File: src/rtl/bus_unpack_v1_0_if.sv
// Handshake bundle for bus_unpack_v1_0: one wide input port and one narrow output port.
// The master modport is the side that produces words and consumes beats; slave is the converter.
interface bus_unpack_v1_0_if #(
    parameter int in_width  = 32,
    parameter int out_width = 8
);
    logic [in_width-1:0]  in_data;
    logic                 in_valid;
    logic                 in_ready;
    logic [out_width-1:0] out_data;
    logic                 out_valid;
    logic                 out_ready;
    logic                 out_last;

    modport master (
        output in_data, in_valid, out_ready,
        input  in_ready, out_data, out_valid, out_last
    );

    modport slave (
        input  in_data, in_valid, out_ready,
        output in_ready, out_data, out_valid, out_last
    );
endinterface

File: src/rtl/bus_unpack_v1_0.sv
// Width-down converter: one in_width word in, in_width/out_width beats of out_width out.
// Define BUS_UNPACK_MSB_FIRST_EN to emit the most significant slice first (default: LSB first).
module bus_unpack_v1_0 #(
    parameter int in_width  = 32,
    parameter int out_width = 8
) (
    input  logic                clock,
    input  logic                reset,
    bus_unpack_v1_0_if.slave    bus
);
    localparam int RATIO = in_width / out_width;
    localparam int CW    = (RATIO > 1) ? $clog2(RATIO) : 1;

    if ((in_width % out_width) != 0) begin : g_bad_width
        $error("bus_unpack_v1_0: in_width must be a multiple of out_width");
    end

    logic [in_width-1:0] hold;
    logic [CW-1:0]       beat;
    logic                full;
    logic                in_fire;
    logic                out_fire;
    logic                last_beat;

    // A transfer happens on a port exactly when valid and ready are both high at the
    // rising edge; valid never waits on ready, and in_ready may depend on out_ready.
    assign last_beat     = (beat == CW'(RATIO - 1));
    assign bus.out_valid = full;
    assign bus.out_last  = full & last_beat;
    assign bus.in_ready  = !full | (bus.out_ready & bus.out_last);
    assign in_fire       = bus.in_valid & bus.in_ready;
    assign out_fire      = full & bus.out_ready;

    always_comb begin
        bus.out_data = '0;
        for (int k = 0; k < RATIO; k++) begin
            if (beat == CW'(k)) begin
`ifdef BUS_UNPACK_MSB_FIRST_EN
                bus.out_data = hold[in_width-1-k*out_width -: out_width];
`else
                bus.out_data = hold[k*out_width +: out_width];
`endif
            end
        end
    end

    // A new word loading on the last beat takes priority, so words stream without a bubble.
    always_ff @(posedge clock) begin
        if (reset) begin
            hold <= '0;
            beat <= '0;
            full <= 1'b0;
        end else if (in_fire) begin
            hold <= bus.in_data;
            beat <= '0;
            full <= 1'b1;
        end else if (out_fire) begin
            if (last_beat) begin
                beat <= '0;
                full <= 1'b0;
            end else begin
                beat <= beat + CW'(1);
            end
        end
    end
endmodule

File: src/flat_wrapper.sv
// flat-port wrapper written by rule: the top's interface ports become plain ports
module bus_unpack_v1_0_flat 
#(
    parameter int in_width  = 32,
    parameter int out_width = 8
)
  (clock, reset, bus_in_data, bus_in_valid, bus_out_ready, bus_in_ready, bus_out_data, bus_out_valid, bus_out_last);
  bus_unpack_v1_0_if #(.in_width(in_width), .out_width(out_width)) bus_i ();
  input  logic clock;
  input  logic reset;
  input wire logic [$bits(bus_i.in_data)-1:0] bus_in_data;
  input wire logic [$bits(bus_i.in_valid)-1:0] bus_in_valid;
  input wire logic [$bits(bus_i.out_ready)-1:0] bus_out_ready;
  output wire logic [$bits(bus_i.in_ready)-1:0] bus_in_ready;
  output wire logic [$bits(bus_i.out_data)-1:0] bus_out_data;
  output wire logic [$bits(bus_i.out_valid)-1:0] bus_out_valid;
  output wire logic [$bits(bus_i.out_last)-1:0] bus_out_last;
  assign bus_i.in_data = bus_in_data;
  assign bus_i.in_valid = bus_in_valid;
  assign bus_i.out_ready = bus_out_ready;
  assign bus_in_ready = bus_i.in_ready;
  assign bus_out_data = bus_i.out_data;
  assign bus_out_valid = bus_i.out_valid;
  assign bus_out_last = bus_i.out_last;
  bus_unpack_v1_0 #(.in_width(in_width), .out_width(out_width)) u_core (.clock(clock), .reset(reset), .bus(bus_i));
endmodule
File: config.mk
export PLATFORM = sky130hd
export DESIGN_NAME = bus_unpack_v1_0_flat
export DESIGN_NICKNAME = d
export VERILOG_FILES = /design/src/rtl/bus_unpack_v1_0_if.sv /design/src/rtl/bus_unpack_v1_0.sv /design/src/flat_wrapper.sv
export SDC_FILE = /design/constraint.sdc
export NUM_CORES = 1
export LEC_CHECK = 0
export ABC_CLOCK_PERIOD_IN_PS = 4200
export CAP_MARGIN = 30
export CORE_UTILIZATION = 40
export DETAILED_ROUTE_END_ITERATION = 6
export PLACE_DENSITY = 0.67
export SLEW_MARGIN = 30
export SYNTH_ARGS = -nofsm -noshare
export SYNTH_HDL_FRONTEND = slang
export SYNTH_SLANG_ARGS = --single-unit
File: constraint.sdc
create_clock -name clock -period 4.2 [get_ports clock]
set_input_delay 0.84 -clock clock [delete_from_list [all_inputs] [get_ports clock]]
set_output_delay 0.84 -clock clock [all_outputs]
set_load 0.01 [all_outputs]
==> results.yml, run 1 <==
clock_network:
  clkLatencyLatePin_ns: 0.29
  cts_inserted_buffers: 5
  cts_sinks: 35
  cts_tree: "built"
  cts_setup_buffers: 0
  cts-root-buf: "clkbuf_8"
  cts_hold_buf: 0
  cts.htree.levels: 2
  path_clk_slew_ns: 0.06
  cts-resized-gates: 0
  ctsLongestPathBuffers: 2
timing:
  final.min_clock_period_ns: 3.081
  final_hold_viol_count: 0
  hold-worst-slack_ns: 0.4828
  setup_tns_ns: 0
  fin_crit_sh_pct: 73.35
  worst_slew_pin_slew_ns: 0.7593
  max_freq_mhz: 324.6
  setup_viol: 0
  maxSlewViolCount: 0
  fin_skew_ns: 0.003725
  rsz0062_at_grt: "false"
  slew_headroom_pct: 49.38
yosys:
  yosysWarnings: 0
  synth_seq_cells: 35
  syn-num-nets: 262
  avgSynthCellArea_sq_um: 8.454
  synth.distinct_cells: 23
  netlist_instances: 222
  synth_area_sq_um: 1877
  seq_area_frac_synth_pct: 37.33
placement:
  port_buffers: 46
  gp_congestion: 0.7575
  post_dp_cell_area_sq_um: 2280
  hpwl_um: 2711
pwr:
  p_total_mw: 0.7932
  p_per_area_nw_per_um2: 333.0
  vdd_drop_max_mv: 0.1367
  leakagePower_nw: 0.7898
cells_and_area:
  diodes: 0
  stdcell_area_sq_um: 2382
  layout-drive-gt1-share_pct: 12.20
  final_common_cell: "clkdlybuf4s50_1"
  fill_cells: 457
  finalCoreUtilization_pct: 53.60
  nets: 294
  most-common-layout-cells: "clkdlybuf4s50_1, dfxtp_1, nand3b_1"
  synthToLayoutAreaGrowth_pct: 26.93
routing:
  postRouteAntennaNets: 0
  route.detailed.drc: 7
  wl_per_cell_um: 14.36
  vias: 1664
  drt-total-wl_um: 4395
  dr.pass1.iters: 6
  drtIter0Drc: 148
  via_per_inst: 5.438
global_route:
  grt_pass1_wl_um: 7265
  grt-ovfl-total: 0
  grt_max_degree: 65
  globalRouteTotalUtil_pct: 18.70
  grt_pass1_vias: 1553
  grt_antenna_before_repair: 0
floorplan:
  core.rowCount: 24
  start_util_pct: 42.23
  io_pins: 47
  die_w_um: 70.50
  die-area_sq_um: 4970
  core-area_sq_um: 4444
  die_h_um: 70.50
status:
  status: "finished with violations"
  violations: "design-rule violations"
worst_setup_path:
  crit_fanout: 16
  cp-end-kind: "output pin"
  cp.arrival_ns: 2.24
  startpoint_type: "flop"
  required_ns: 3.36
  critical_path_class: "reg2out"
flow_run:
  drv_cap: 0
min_path:
  hold_path.class: "reg2reg"
## cell usage after synthesis, drive strengths merged
cell type,instances,area (sq um)
a21oi,50,321.6
o21ai,40,200.2
dfxtp,35,700.7
nand3b,32,240.2
buf,15,115.1
inv,12,45.04
nand2,10,37.54
clkbuf,9,37.53
a22o,8,70.07
ha,4,50.05
a211oi,1,12.51
a21boi,1,11.26
a311oi,1,8.760
and2,1,6.260
mux2i,1,10.01
nand2b,1,6.260
nor2,1,3.750
## power breakdown
part | switching [mW] | internal [mW] | leakage (nW)
combinational | 0.0677 | 0.0757 | 0.451
sequential | 0.0104 | 0.351 | 0.287
clock | 0.115 | 0.174 | 0.0513
total | 0.193 | 0.600 | 0.790
## per-stage QoR
step                      worst slack, ns  cells
after floorplan                     2.012    222
after global placement              1.211    299
after detailed placement            1.186    299
after CTS                           1.075    306
after global routing               0.9516    306
final                               1.119    306
## sequential cells by signal, indices dropped and copies added (netlist names)
signal	cells
u_core.hold	32
u_core.beat	2
u_core.bus.out_valid	1
## cell families (layout without fill, tap and decap cells)
| family | Yosys count | in the layout | synth area share [%] |
|---|---|---|---|
| flip-flops | 35 | 35 | 37.33 |
| AND/OR/NAND/NOR | 45 | 45 | 15.67 |
| multiplexers | 1 | 1 | 0.5334 |
| adder cells (fa/ha/maj) | 4 | 4 | 2.667 |
| buffers and inverters | 36 | 68 | 10.53 |
| AO/OA/AOI/OAI | 101 | 101 | 33.27 |
## critical path, stage by stage, from the launching register on
cell and delay (ns):
dfxtp_1 0.42, inv_1 0.09, ha_1 0.41, a21oi_1 0.22
o21ai_0 0.13, a22o_1 0.21, clkdlybuf4s50_1 0.48
## metal layers
layer  vias to the layer above  wire length, um  global-route usage [%]
met2                        37             1926                   28.26
met3                         6              207                   4.762
met5                         -                0                       0
met4                         0               55                   6.122
met1                       777             2205                   25.98
li1                        844                -                       -
## layout make-up
class,count,area [sq um],area share (%)
Timing Repair Buffer,49,483.0,20.27
Tap cell,52,65.06,2.731
Clock inverter,1,30.03,1.261
Multi-Input combinational cell,151,985.9,41.39
Sequential cell,35,700.7,29.41
Clock buffer,6,72.57,3.046
Inverter,12,45.04,1.891
## path summary, 6_finish.rpt
check / start / to / slack, ns / depth (start not counted)
hold / removal: u_core.hold[7] / u_core.hold[7] / 0.48 / 2
setup reg to reg: u_core.beat[0] / u_core.hold[0] / 2.16 / 5
hold reg to reg: u_core.hold[7] / u_core.hold[7] / 0.48 / 2
setup / recovery: u_core.beat[0] / bus_out_data[2] / 1.12 / 6
No activity file was read; power rests on OpenSTA's default activity.
==> inputs of run 2 (changes only) <==
--- a/config.mk
+++ b/config.mk
@@ -5,7 +5,7 @@
 export SDC_FILE = /design/constraint.sdc
 export NUM_CORES = 1
 export LEC_CHECK = 0
-export ABC_CLOCK_PERIOD_IN_PS = 4200
+export ABC_CLOCK_PERIOD_IN_PS = 3200
 export CAP_MARGIN = 30
 export CORE_UTILIZATION = 40
 export DETAILED_ROUTE_END_ITERATION = 6
==> constraint.sdc (replaced) <==
create_clock -name clock -period 3.2 [get_ports clock]
set_input_delay 0.64 -clock clock [delete_from_list [all_inputs] [get_ports clock]]
set_output_delay 0.64 -clock clock [all_outputs]
set_load 0.01 [all_outputs]
==> run 2 against run 1 <==
- the flow still finishes with violations (design-rule violations)
- die area did not move
- cell count is 0.65% higher
- count of clock-buffer cells in the layout unchanged
- critical path depth stayed put
- flip-flop and latch count stayed put
- wire length grew 0.71%
- register-to-register slack got worse by 0.92 ns
- combinational power rose by 31%
- first-iteration DRC count down 35%
- power rose by 24%
==> results.yml, run 2 (synthesis gave the netlist of run 1 again) <==
min_path:
  hold_path.class: "reg2reg"
timing:
  rsz0062_at_grt: "false"
  fin_ws_ns: 0.3028
  maxSlewViolCount: 0
  final.min_clock_period_ns: 2.897
  max_freq_mhz: 345.2
  setup_tns_ns: 0
  fin_crit_sh_pct: 90.54
  final_hold_viol_count: 0
  slew_headroom_pct: 60.65
  worst_slew_pin_slew_ns: 0.5903
  hold-worst-slack_ns: 0.4864
  setup_viol: 0
  fin_skew_ns: 0.01070
worst_setup_path:
  slowest_stage: "clkdlybuf4s50_1"
  cp-end-kind: "output pin"
  required_ns: 2.56
  startpoint_type: "flop"
  cp.arrival_ns: 2.26
  path_cells: "inv_1 -> ha_1 -> a21oi_1 -> o21ai_0 -> a22o_1 -> clkdlybuf4s50_1"
  reg2reg_slack_ns: 1.24
  crit_fanout: 16
  cpPeakStageDelay_ns: 0.48
  critical_path_class: "reg2out"
global_route:
  grt_max_degree: 65
  grt_antenna_before_repair: 0
  grt-ovfl-total: 0
  grt_pass1_vias: 1545
  grt_pass1_wl_um: 7410
  globalRouteTotalUtil_pct: 19.20
cells_and_area:
  stdcell_count: 308
  largest-register: "u_core.hold"
  layout-drive-gt1-share_pct: 12.89
  most-common-layout-cells: "clkdlybuf4s50_1, dfxtp_1, nand3b_1"
  largest_reg_flops: 32
  synthToLayoutAreaGrowth_pct: 26.40
  stdcell_area_sq_um: 2372
  seqCellArea_sq_um: 700.7
  nets: 295
  final_common_cell: "clkdlybuf4s50_1"
  fill_cells: 463
  multi_input_area_sq_um: 985.9
  diodes: 0
  finalCoreUtilization_pct: 53.38
routing:
  drtIter0Drc: 96
  route.detailed.drc: 6
  drt-total-wl_um: 4426
  dr.pass1.iters: 6
  wl_per_cell_um: 14.37
  via_per_inst: 5.364
  postRouteAntennaNets: 0
  vias: 1652
placement:
  post_dp_cell_area_sq_um: 2287
  port_buffers: 46
  hpwl_um: 2832
  dp_cells: 300
  gp_congestion: 0.7771
  pre_cts_slack_ns: 0.6109
clock_network:
  ctsLongestPathBuffers: 2
  cts_hold_buf: 0
  path_clk_slew_ns: 0.07
  clkLatencyLatePin_ns: 0.30
  cts_inserted_buffers: 5
  cts-resized-gates: 0
  cts_tree: "built"
  cts_setup_buffers: 0
  cts.htree.levels: 2
  cts_sinks: 35
  cts-root-buf: "clkbuf_8"
pwr:
  p_per_area_nw_per_um2: 415.3
  leakagePower_nw: 0.7852
  vdd_drop_max_mv: 0.1691
  p_total_mw: 0.9851
floorplan:
  die-area_sq_um: 4970
  io_pins: 47
  core.rowCount: 24
  die_h_um: 70.50
  die_w_um: 70.50
  start_util_pct: 42.23
  core-area_sq_um: 4444
status:
  status: "finished with violations"
  violations: "design-rule violations"
flow_run:
  drv_cap: 0
[run 2: worst paths after layout]
path | end | depth (start not counted) | startpoint
max | bus_out_data[6] | 6 | u_core.beat[0]
max reg2reg | u_core.hold[7] | 6 | u_core.beat[0]
min | u_core.hold[8] | 2 | u_core.hold[8]
min reg2reg | u_core.hold[8] | 2 | u_core.hold[8]
[run 2: cell type report]
cell class	instances	area share [%]
multi-input cells	151	41.56
well taps	52	2.743
flip-flops and latches	35	29.54
clock buffers	6	3.059
clock inverters	2	0.5274
inverters	12	1.899
repair buffers	50	20.68
[run 2: report_power, final]
part	internal (mW)	switching [mW]	leakage (nW)	total (mW)
sequential	0.460	0.0141	0.287	0.474
combinational	0.0994	0.0889	0.457	0.188
clock	0.152	0.170	0.0412	0.323
[run 2: routing by layer]
layer  vias up  global-route usage, %  wire (um)
met2        45                  27.18       1845
met4         0                  8.163         82
met5         -                      0          0
met3         8                  4.185        215
met1       751                  27.92       2283
li1        848                      -          -
[run 2: critical path: cells and delay by family, from the launching register on]
kind,cells,cell delay [ns]
AOI/OAI and AO/OA,3,0.55
adders and majority gates,1,0.41
buffers and inverters,2,0.58
DFF,1,0.42
==> inputs of run 3 (changes only) <==
--- a/config.mk
+++ b/config.mk
@@ -9,7 +9,7 @@
 export CAP_MARGIN = 30
 export CORE_UTILIZATION = 40
 export DETAILED_ROUTE_END_ITERATION = 6
-export PLACE_DENSITY = 0.67
+export DONT_BUFFER_PORTS = 1
 export SLEW_MARGIN = 30
 export SYNTH_ARGS = -nofsm -noshare
 export SYNTH_HDL_FRONTEND = slang
==> run 3 against run 2 <==
- the flow still finishes with violations (design-rule violations)
- sequential share of layout area is 6.6 points higher
- clock power is 49% higher
- non-clock buffer count is 49 lower
- final area is 18% lower
- register-to-register slack worse by 0.04 ns
- via count is 11% lower
- clock skew is 0.0028 ns lower
- die area stayed put
- cell count is 16% lower
- flip-flop and latch count stayed put
- critical path type unchanged
- largest power group is now clock
==> results.yml, run 3 (synthesis gave the netlist of run 1 again) <==
placement:
  hpwl_um: 2646
  port_buffers: 0
  pre_cts_slack_ns: 1.067
  gp_congestion: 0.7339
min_path:
  hold_path.class: "in2reg"
cells_and_area:
  layout-drive-gt1-share_pct: 14.98
  fill_cells: 478
  largest_reg_flops: 32
  largest-register: "u_core.hold"
  synthToLayoutAreaGrowth_pct: 3.400
  diodes: 0
  nets: 246
  final_common_cell: "dfxtp_1"
  most-common-layout-cells: "dfxtp_1, nand3b_1, a21oi_1"
pwr:
  p_per_area_nw_per_um2: 549.0
  leakagePower_nw: 0.6171
  vdd_drop_max_mv: 0.2170
worst_setup_path:
  cp-end-kind: "output pin"
  crit_fanout: 16
  startpoint_type: "flop"
  critical_path_class: "reg2out"
  required_ns: 2.56
  cp.arrival_ns: 1.81
floorplan:
  core.rowCount: 24
  core-area_sq_um: 4444
  io_pins: 47
  die_h_um: 70.50
  die_w_um: 70.50
  start_util_pct: 42.23
  die-area_sq_um: 4970
clock_network:
  clkLatencyLatePin_ns: 0.30
  ctsLongestPathBuffers: 2
  cts_sinks: 35
  cts-resized-gates: 0
  cts_inserted_buffers: 5
  cts.htree.levels: 2
  cts_hold_buf: 0
  cts-root-buf: "clkbuf_8"
  cts_tree: "built"
  path_clk_slew_ns: 0.08
  cts_setup_buffers: 0
timing:
  setup_viol: 0
  setup_tns_ns: 0
  slew_headroom_pct: 50.72
  final_hold_viol_count: 0
  rsz0062_at_grt: "false"
  max_freq_mhz: 408.6
  maxSlewViolCount: 0
  fin_ws_ns: 0.7527
  final.min_clock_period_ns: 2.447
  fin_skew_ns: 0.007897
  fin_crit_sh_pct: 76.48
  worst_slew_pin_slew_ns: 0.7391
global_route:
  grt-ovfl-total: 0
  grt_pass1_vias: 1379
  grt_max_degree: 65
  grt_antenna_before_repair: 0
  globalRouteTotalUtil_pct: 18.45
  grt_pass1_wl_um: 7038
routing:
  vias: 1471
  postRouteAntennaNets: 0
  drtIter0Drc: 72
  route.detailed.drc: 8
  wl_per_cell_um: 16.44
  via_per_inst: 5.680
  drt-total-wl_um: 4257
  dr.pass1.iters: 6
status:
  violations: "design-rule violations"
  status: "finished with violations"
flow_run:
  drv_cap: 0
-- run 3: changes by cell type in the layout (fill, tap and decap cells not counted) --
cell             previous run  this run
buf_4                       4         1
bufinv_16                   0         2
clkbuf_1                    1         0
clkdlybuf4s50_1            46         0
clkinv_2                    1         0
-- run 3: through the flow --
step / cell area, sq um / power, mW / hold WS (ns) / utilization (%) / std cells
6_report: 1941 / 1.065 / 0.3986 / 43.67 / 259
5_1_grt: 1941 / 1.110 / 0.3865 / 43.67 / 259
4_1_cts: 1941 / 1.076 / 0.3867 / 43.67 / 259
3_5_place_dp: 1804 / 0.5941 / 0.4640 / 40.60 / 251
3_3_place_gp: 1804 / 0.5938 / 0.4594 / 40.60 / 251
2_1_floorplan: 1877 / 0.5965 / 0.4539 / - / 222
-- run 3: path summary, 6_finish.rpt --
kind / cells past startpoint / startpoint / slack [ns] / to
hold reg to reg: 2 / u_core.hold[16] / 0.48 / u_core.hold[16]
hold / removal: 1 / reset / 0.40 / u_core.beat[1]
setup / recovery: 5 / u_core.beat[0] / 0.75 / bus_out_data[6]
setup reg to reg: 5 / u_core.beat[0] / 1.20 / u_core.hold[11]
-- run 3: critical path, stage by stage (launching register included) --
cell     delay, ns
dfxtp_1       0.42
inv_1         0.09
ha_1          0.40
a21oi_1       0.20
o21ai_0       0.13
a22o_1        0.26
-- run 3: layout make-up --
type                    instances  area, sq um  share of cell area (%)
clock buffers                   5        68.82                   3.546
well taps                      52        65.06                   3.353
flip-flops and latches         35        700.7                   36.11
repair buffers                  1        7.507                  0.3868
clock inverters                 3        67.56                   3.482
multi-input cells             151        985.9                   50.81
inverters                      12        45.04                   2.321
-- run 3: routing by layer --
| layer | track usage, % | vias up | routed length, um |
|---|---|---|---|
| met3 | 6.061 | 6 | 323 |
| met5 | 0 | - | 0 |
| met2 | 26.21 | 38 | 1794 |
| li1 | - | 747 | - |
| met4 | 8.163 | 0 | 38 |
| met1 | 25.36 | 680 | 2101 |
-- run 3: power by group --
group | internal (mW) | switching, mW | leakage, nW
registers | 0.460 | 0.0142 | 0.287
clock network | 0.311 | 0.170 | 0.0644
logic | 0.0459 | 0.0640 | 0.265
total | 0.817 | 0.249 | 0.617
